===== src/rtl/mem_arb_pkg.sv =====
// mem_arb_pkg: shared state/op encodings and master count for the memory arbiter.
package mem_arb_pkg;
    localparam int NUM_MASTERS = 2;
    typedef enum logic [1:0] {IDLE = 2'd0, BUSY = 2'd1, RESP = 2'd2} state_t;
    typedef enum logic {OP_READ = 1'b0, OP_WRITE = 1'b1} op_t;
endpackage


===== src/rtl/rr_arbiter2.sv =====
// rr_arbiter2: two-way round-robin pick; on a tie the master that did not win last time is chosen.
module rr_arbiter2
    import mem_arb_pkg::*;
(
    input  logic [NUM_MASTERS-1:0] req_i,
    input  logic                   last_grant_i,
    output logic                   grant_o,
    output logic                   valid_o
);
    assign valid_o = |req_i;
    assign grant_o = &req_i ? ~last_grant_i : req_i[1];
endmodule


===== src/rtl/mem_arbiter.sv =====
// mem_arbiter: shares one single-port memory between two masters with round-robin grant,
// latched transactions, registered per-master responses and a per-transaction timeout.
module mem_arbiter
    import mem_arb_pkg::*;
#(
    parameter int                    DATA_WIDTH     = 32,
    parameter int                    ADDR_WIDTH     = 32,
    parameter int                    TIMEOUT_CYCLES = 1024,
    parameter logic [DATA_WIDTH-1:0] ERROR_DATA     = '0
) (
    input  logic                  clk,
    input  logic                  rst,
    input  logic                  m0_read_request,
    input  logic                  m0_write_request,
    input  logic [ADDR_WIDTH-1:0] m0_addr,
    input  logic [DATA_WIDTH-1:0] m0_write_data,
    output logic [DATA_WIDTH-1:0] m0_read_data,
    output logic                  m0_response,
    output logic                  m0_error,
    input  logic                  m1_read_request,
    input  logic                  m1_write_request,
    input  logic [ADDR_WIDTH-1:0] m1_addr,
    input  logic [DATA_WIDTH-1:0] m1_write_data,
    output logic [DATA_WIDTH-1:0] m1_read_data,
    output logic                  m1_response,
    output logic                  m1_error,
    output logic                  mem_read_request,
    output logic                  mem_write_request,
    output logic [ADDR_WIDTH-1:0] mem_addr,
    output logic [DATA_WIDTH-1:0] mem_write_data,
    input  logic [DATA_WIDTH-1:0] mem_read_data,
    input  logic                  mem_response,
    output logic                  grant,
    output logic                  busy
);
    localparam int CW = TIMEOUT_CYCLES > 0 ? $clog2(TIMEOUT_CYCLES + 1) : 1;
    localparam logic [CW-1:0] CNT_LAST = CW'(TIMEOUT_CYCLES > 0 ? TIMEOUT_CYCLES - 1 : 0);

    state_t                                 state_q;
    op_t                                    op_q;
    logic                                   grant_q, last_grant_q;
    logic [ADDR_WIDTH-1:0]                  addr_q;
    logic [DATA_WIDTH-1:0]                  wdata_q;
    logic [CW-1:0]                          cnt_q, cnt_d;
    logic [NUM_MASTERS-1:0][DATA_WIDTH-1:0] rdata_q;
    logic [NUM_MASTERS-1:0]                 resp_q, err_q;
    logic [NUM_MASTERS-1:0]                 req;
    logic                                   arb_grant, arb_valid, sel_wr, timeout_hit;

    assign req         = {m1_read_request | m1_write_request, m0_read_request | m0_write_request};
    assign sel_wr      = arb_grant ? m1_write_request : m0_write_request;
    assign cnt_d       = &cnt_q ? cnt_q : cnt_q + 1'b1;
    assign timeout_hit = (TIMEOUT_CYCLES != 0) && (cnt_q == CNT_LAST);

    rr_arbiter2 u_rr (
        .req_i        (req),
        .last_grant_i (last_grant_q),
        .grant_o      (arb_grant),
        .valid_o      (arb_valid)
    );

    always_ff @(posedge clk or posedge rst) begin
        if (rst) begin
            state_q      <= IDLE;
            op_q         <= OP_READ;
            grant_q      <= 1'b0;
            last_grant_q <= 1'b1;
            addr_q       <= '0;
            wdata_q      <= '0;
            cnt_q        <= '0;
            rdata_q      <= '0;
            resp_q       <= '0;
            err_q        <= '0;
        end else begin
            case (state_q)
                IDLE: if (arb_valid) begin
                    grant_q      <= arb_grant;
                    last_grant_q <= arb_grant;
                    addr_q       <= arb_grant ? m1_addr : m0_addr;
                    wdata_q      <= arb_grant ? m1_write_data : m0_write_data;
                    op_q         <= sel_wr ? OP_WRITE : OP_READ;
                    cnt_q        <= '0;
                    state_q      <= BUSY;
                end
                BUSY: begin
                    cnt_q <= cnt_d;
                    // a real response beats a timeout landing in the same cycle
                    if (mem_response || timeout_hit) begin
                        resp_q[grant_q] <= 1'b1;
                        err_q[grant_q]  <= !mem_response;
                        if (!mem_response)
                            rdata_q[grant_q] <= ERROR_DATA;
                        else if (op_q == OP_READ)
                            rdata_q[grant_q] <= mem_read_data;
                        state_q <= RESP;
                    end
                end
                RESP: begin
                    resp_q  <= '0;
                    err_q   <= '0;
                    state_q <= IDLE;
                end
                default: state_q <= IDLE;
            endcase
        end
    end

    assign mem_read_request  = (state_q == BUSY) && (op_q == OP_READ);
    assign mem_write_request = (state_q == BUSY) && (op_q == OP_WRITE);
    assign mem_addr          = addr_q;
    assign mem_write_data    = wdata_q;
    assign m0_read_data      = rdata_q[0];
    assign m1_read_data      = rdata_q[1];
    assign m0_response       = resp_q[0];
    assign m1_response       = resp_q[1];
    assign m0_error          = err_q[0];
    assign m1_error          = err_q[1];
    assign grant             = grant_q;
    assign busy              = state_q != IDLE;
endmodule


===== config.mk =====
export PLATFORM = sky130hd
export DESIGN_NAME = mem_arbiter
export DESIGN_NICKNAME = d
export VERILOG_FILES = /design/src/rtl/mem_arb_pkg.sv /design/src/rtl/rr_arbiter2.sv /design/src/rtl/mem_arbiter.sv
export SDC_FILE = /design/constraint.sdc
export NUM_CORES = 1
export LEC_CHECK = 0
export ABC_AREA = 1
export CAP_MARGIN = 20
export CORE_MARGIN = 2
export CORE_UTILIZATION = 40
export CTS_CLUSTER_DIAMETER = 30
export DETAILED_ROUTE_END_ITERATION = 7
export GPL_TIMING_DRIVEN = 0
export PLACE_DENSITY = 0.74
export REMOVE_ABC_BUFFERS = 1
export SLEW_MARGIN = 25
export SYNTH_ARGS = -nofsm -noshare
export SYNTH_HDL_FRONTEND = slang
export SYNTH_SLANG_ARGS = --single-unit

===== constraint.sdc =====
create_clock -name clk -period 12.8 [get_ports clk]
set_input_delay 3.84 -clock clk [delete_from_list [all_inputs] [get_ports clk]]
set_output_delay 3.84 -clock clk [all_outputs]
set_load 0.03 [all_outputs]

# Yosys cells after proc, flatten, opt, wreduce, memory -nomap -nowiden

Index checks and enable logic that the tools add are counted.

Output and inout bits: 136
Flip-flop bits (word level): 148
Input port bits: 167

Equal/unequal tests: 7
Bitwise gates (word level): 7
Muxes and demuxes: 23
$add $sub $neg: 1
$lt $le $gt $ge: 2
Reduce and logical (&&, ||, !) cells: 17

Operators by type and width:

| operator                                               | count |
|---|---|
| 2-to-1 mux 64 bit                                      | 2 |
| 2-to-1 mux 32 bit                                      | 3 |
| bitwise AND 64 bit                                     | 1 |
| bitwise mux 64 bit                                     | 1 |
| NOT 64 bit                                             | 1 |
| demux 32 bit (select 1 bit)                            | 1 |
| 2-to-1 mux 11 bit                                      | 2 |
| case mux 11 bit (2 select lines)                       | 1 |
| case mux 2 bit (2 select lines)                        | 3 |
| adder 11 x 1 -> 11 bit (second input constant)         | 1 |
| equality test 11 x 10 -> 1 bit (second input constant) | 1 |
| AND reduction 11 bit                                   | 1 |
| 2-to-1 mux 2 bit                                       | 4 |
| inequality test 2 bit (second input constant)          | 4 |
| AND reduction 2 bit                                    | 4 |
| AND reduction 3 bit                                    | 2 |
| nonzero test 2 bit                                     | 3 |
| 2-to-1 mux 1 bit                                       | 4 |
| logical AND 1 bit                                      | 3 |
| bitwise mux 2 bit                                      | 1 |
| equality test 2 x 1 -> 1 bit (second input constant)   | 1 |
| equality test 2 bit (second input constant)            | 1 |
| logical NOT 2 bit                                      | 1 |
| < comparator 1 x 2 -> 1 bit (second input constant)    | 1 |
| other kinds (8)                                        | 10 |

# Logic depth before layout (Yosys ltp)

Gate-level depths: netlist of run 1.

Word-level depth: 7
Gate-level depth with buffers: 9
Mapped depth without buffers: 8

# By module

From an unflattened synthesis of run 1, not the netlist that was laid out.

Cell total of the unflattened synthesis: 1010
Area, all modules: 7527.2 um2

Modules (own cells, without submodules):

| module      | cells each | sequential area each (um2) | area each (um2) | times used |
|---|---|---|---|---|
| mem_arbiter | 1007       | 3704.8                     | 7512.2          | 1 |
| rr_arbiter2 | 3          | 0.0                        | 15.0            | 1 |

# Least setup slack after synthesis of run 1

No wires, ideal clock.

Path kind: reg2out
Start point: reg state_q[1]
End point: out mem_read_request
Arrival: 1.180 ns
Data required time: 8.960 ns
Stages on the path, launching flop included: 4
Path slack: 7.780 ns
Path through: dfrtp_1 nor2_2 inv_2 nor2_1

Cells in the longest elaborated chain, start to end: 2

RTL lines:

| what                         | RTL line           | source |
|---|---|---|
| start, declared              | mem_arbiter.sv:39  | `state_t state_q;` |
| start signal, assigned       | mem_arbiter.sv:64  | `state_q <= IDLE;` |
| start signal, assigned       | mem_arbiter.sv:83  | `state_q <= BUSY;` |
| start signal, assigned       | mem_arbiter.sv:95  | `state_q <= RESP;` |
| equality test 2 x 1 -> 1 bit | mem_arbiter.sv:108 | `assign mem_read_request = (state_q == BUSY) && (op_q == OP_READ);` |
| logical AND 1 bit            | mem_arbiter.sv:108 |  |
| end, declared                | mem_arbiter.sv:27  | `output logic mem_read_request,` |

No other way between the ends.

# Worst setup path in the final report of run 1

Start point: in mem_response
End point: reg rdata_q (netlist bit m0_read_data[28])

Cells in the longest elaborated chain, start to end: 2
Elaborated cells on any way between the ends: 4
Those cells by class: eq/ne (1); mux (1); reduce/logical (2)

RTL lines:

| what                                                                       | RTL line          | source |
|---|---|---|
| start, declared                                                            | mem_arbiter.sv:32 | `input logic mem_response,` |
| inequality test 2 bit (no line) / logical OR 1 bit (equally long branches) | -                 |  |
| AND reduction 3 bit (no line)                                              | -                 |  |
| end signal, assigned by index                                              | mem_arbiter.sv:94 | `rdata_q[grant_q] <= mem_read_data;` |
| end, declared                                                              | mem_arbiter.sv:45 | `logic [NUM_MASTERS-1:0][DATA_WIDTH-1:0] rdata_q;` |

Several ways; a longest one is shown, not always the timed one.
A chain may end at the register's enable or synchronous reset.

==> results of run 1 <==
-- worst min path at each step --
stage / endpoint / slack [ns]
global route: m0_read_data[2]$_DFFE_PP0P_ / 0.54
floorplan: cnt_q[1]$_DFFE_PP0P_ / 0.47
finish: resp_q[1]$_DFFE_PP0P_ / 0.49
CTS: resp_q[1]$_DFFE_PP0P_ / 0.50
detailed placement: resp_q[1]$_DFFE_PP0P_ / 0.48
global placement: resp_q[1]$_DFFE_PP0P_ / 0.47
-- routing by layer --
metal  up-vias  wire (µm)  part of all wire, %
met5         -          0                    0
li1       3658          -                    -
met3        51       2410                  9.3
met2       339      12600                   49
met4         0        873                  3.4
met1      3655      10100                   39
-- critical path: stages --
cell and delay (ns):
clkdlybuf4s50_1 0.67, clkinv_2 0.60, a21oi_4 0.57, buf_8 0.22, buf_8 0.18, buf_16 0.18
nand4_1 0.10, nand2_1 0.11
-- area by class of cell --
class / count / share of cell area, %
Clock inverter: 10 / 1.42
Inverter: 50 / 1.79
Tap cell: 229 / 2.55
Multi-Input combinational cell: 676 / 28.2
Sequential cell: 148 / 33.0
Clock buffer: 19 / 3.95
Timing Repair Buffer: 312 / 29.1
-- flip-flops by register name (all words and copies together) (netlist names) --
register / cells
mem_write_data: 32
state_q: 2
last_grant_q: 1
err_q: 2
op_q: 1
resp_q: 2
grant: 1
m1_read_data: 32
mem_addr: 32
cnt_q: 11
m0_read_data: 32
-- through the flow --
| stage | utilization [%] | hold slack [ns] | power [W] |
|---|---|---|---|
| finish | 62.5 | 0.491 | 0.00302 |
| global route | 62.5 | 0.535 | 0.00318 |
| CTS | 62.5 | 0.497 | 0.00303 |
| detailed placement | 59.1 | 0.478 | 0.00249 |
| global placement | 57.4 | 0.470 | 0.00242 |
| floorplan | - | 0.468 | 0.00172 |
-- power by group --
part	switching, W	internal [W]
Clock	0.000200	0.000328
Combinational	0.00103	0.000621
Sequential	0.000156	0.000688
Total	0.00139	0.00164
-- cells in the final DEF (no fill, tap or decap), types with 7 or more instances in the layout --
| cell type | instances |
|---|---|
| clkdlybuf4s50_1 | 302 |
| nand2_1 | 260 |
| dfrtp_1 | 147 |
| a21oi_1 | 132 |
| nor2_1 | 81 |
| o21ai_0 | 69 |
| nand4_1 | 66 |
| inv_1 | 42 |
| nand3_1 | 42 |
| clkbuf_16 | 17 |
| buf_16 | 7 |
-- cell families after synthesis --
logic type	Yosys count	share of synthesized area (%)
AOI/OAI and AO/OA	212	14.8
xor gates and xnor gates	5	0.598
adders and majority gates	1	0.171
buffers and inverters	122	6.99
DFF	148	50.6
and+or+nand+nor	458	26.9
==> reports/summary.txt, run 1 <==
first-pass GRT wire length -> 41100 µm
Critical Path AT -> 6.50 ns
Resized Gates After CTS -> 0
share of the synthesized area in the top cell type -> 50.2%
global routing usage on met3 -> 8.84%
Reg2Reg Setup Slack -> 10.26 ns
Post-Layout Cell Count -> 1444
DR pass1 iterations -> 4
Synth area leader -> dfrtp_1
min setup slack post-route -> 6.65 ns
Worst EP required -> 13.15 ns
Tightest Hold Check Type -> register to register
Max Clk Rate -> 163 MHz
Area Overhead vs Synth -> 53.3%
met2 GRT Util -> 44.2%
r2r worst-path depth -> 5
Hold Violations, Final -> 0
DP Area -> 0.0106 mm²
clk root buf -> clkbuf_16
Vias -> 7703
Worst Setup SP -> mem_response
DRC -> 0
final WL -> 26000 µm
Hold Path Stages -> 2
Rel. slew slack -> 49.4%
worst hold path startpoint -> resp_q[1]$_DFFE_PP0P_
Critical Path End Type -> register
status -> finished, final reports clean
GRT Max-Usage Layer -> met2
Syn Inst Count -> 946
post-CTS setup buffers -> 0
detailed-route vias per instance -> 5.33
Diodes inserted -> 0
Max-Cap Viols -> 0
VDD IR max -> 0.136 mV
Slew Viols, Final -> 0
count of final setup violators -> 0
DP Worst Slack -> 6.25 ns
Avg WL per Cell -> 18.0 µm
post-route cell area -> 0.0112 mm²
Pwr per Cell Area -> 269 mW/mm²
critical path capture point -> m0_read_data[28]$_DFFE_PP0P_
die height -> 139 µm
Top FF cell, synth -> dfrtp_1
post-route clock period utilization -> 48.0%
syn avg cell area -> 7.74 µm²
starting density of the core -> 40.8%
sequential share of the synthesized area -> 50.6%
register area -> 0.00370 mm²
Worst-Skew Late Latency -> 0.42 ns
Critical R2R Launch -> grant$_DFFE_PP0P_
synth warn -> 0
measured slew at the worst slew-check pin -> 0.753 ns
post-placement cell count -> 1415
flop and latch count out of synthesis -> 148
clock buffer count from CTS -> 17
Remaining Overflow, GRT -> 0
CTS Buffer Depth -> 2
initial antenna violation count -> 0
# rows -> 49
total track usage -> 26.5%
number of nets in the layout -> 1373
vias in the first global route -> 7752
share of cells above drive strength 1 -> 4.86%
# clock sinks -> 148
synthesized cell area -> 0.00732 mm²
core area -> 0.0180 mm²
most frequent cell after synthesis -> nand2_1
routability cong. -> 0.884
hold_buf cts -> 0
CTS tree -> done
largest net degree at the start of global routing -> 89
fillers -> 1576
number of port buffers -> 302
Leakage -> 4.97 nW
skew final -> 0.00843 ns
Die W -> 139 µm
ANT nets after route -> 0
H-tree depth -> 4
Netlist cell types -> 28
DRT iter0 DRCs -> 520
Post-synth EDFFs -> 0
RSZ-0062 raised after global routing -> false
Critical R2R Capture -> m1_read_data[9]$_DFFE_PP0P_
I/O pin count -> 303
Commonest cells post-synth -> 263 x nand2_1, 147 x dfrtp_1, 132 x a21oi_1, 81 x nor2_1, 69 x o21ai_0
Crit Path Class -> input port to register
min Tclk post-route -> 6.15 ns
Final TNS setup -> 0 ns
Post-synth ARST share -> 100%
clock-pin slew on the worst setup and hold paths -> 0.06 ns
dpl hpwl -> 17100 µm
area of the multi-input gates -> 0.00317 mm²
CP Max Fanout -> 35
full die area -> 0.0194 mm²
GR Util met1 -> 31.8%
crit start category -> input port
Area contributors post-synth -> dfrtp_1 50%, nand2_1 13%, a21oi_1 9.0%, nand4_1 5.6%, o21ai_0 4.7%
Power figures use the tool's default switching activity.
==> run 2: changes to the inputs <==
- clock period: 12.8 -> 6.4 ns (I/O delays scaled with it)
==> results of run 2 <==
Same layout as run 1 (identical final DEF). Status: finished, final reports clean.
Main changes from that run: setup slack after placement 6.25 ns -> 1.77 ns; setup slack after layout 6.65 ns -> 2.17 ns; register-to-register setup slack 10.26 ns -> 3.86 ns; total power 0.00302 W -> 0.00604 W; worst IR drop on VDD 0.136 mV -> 0.271 mV
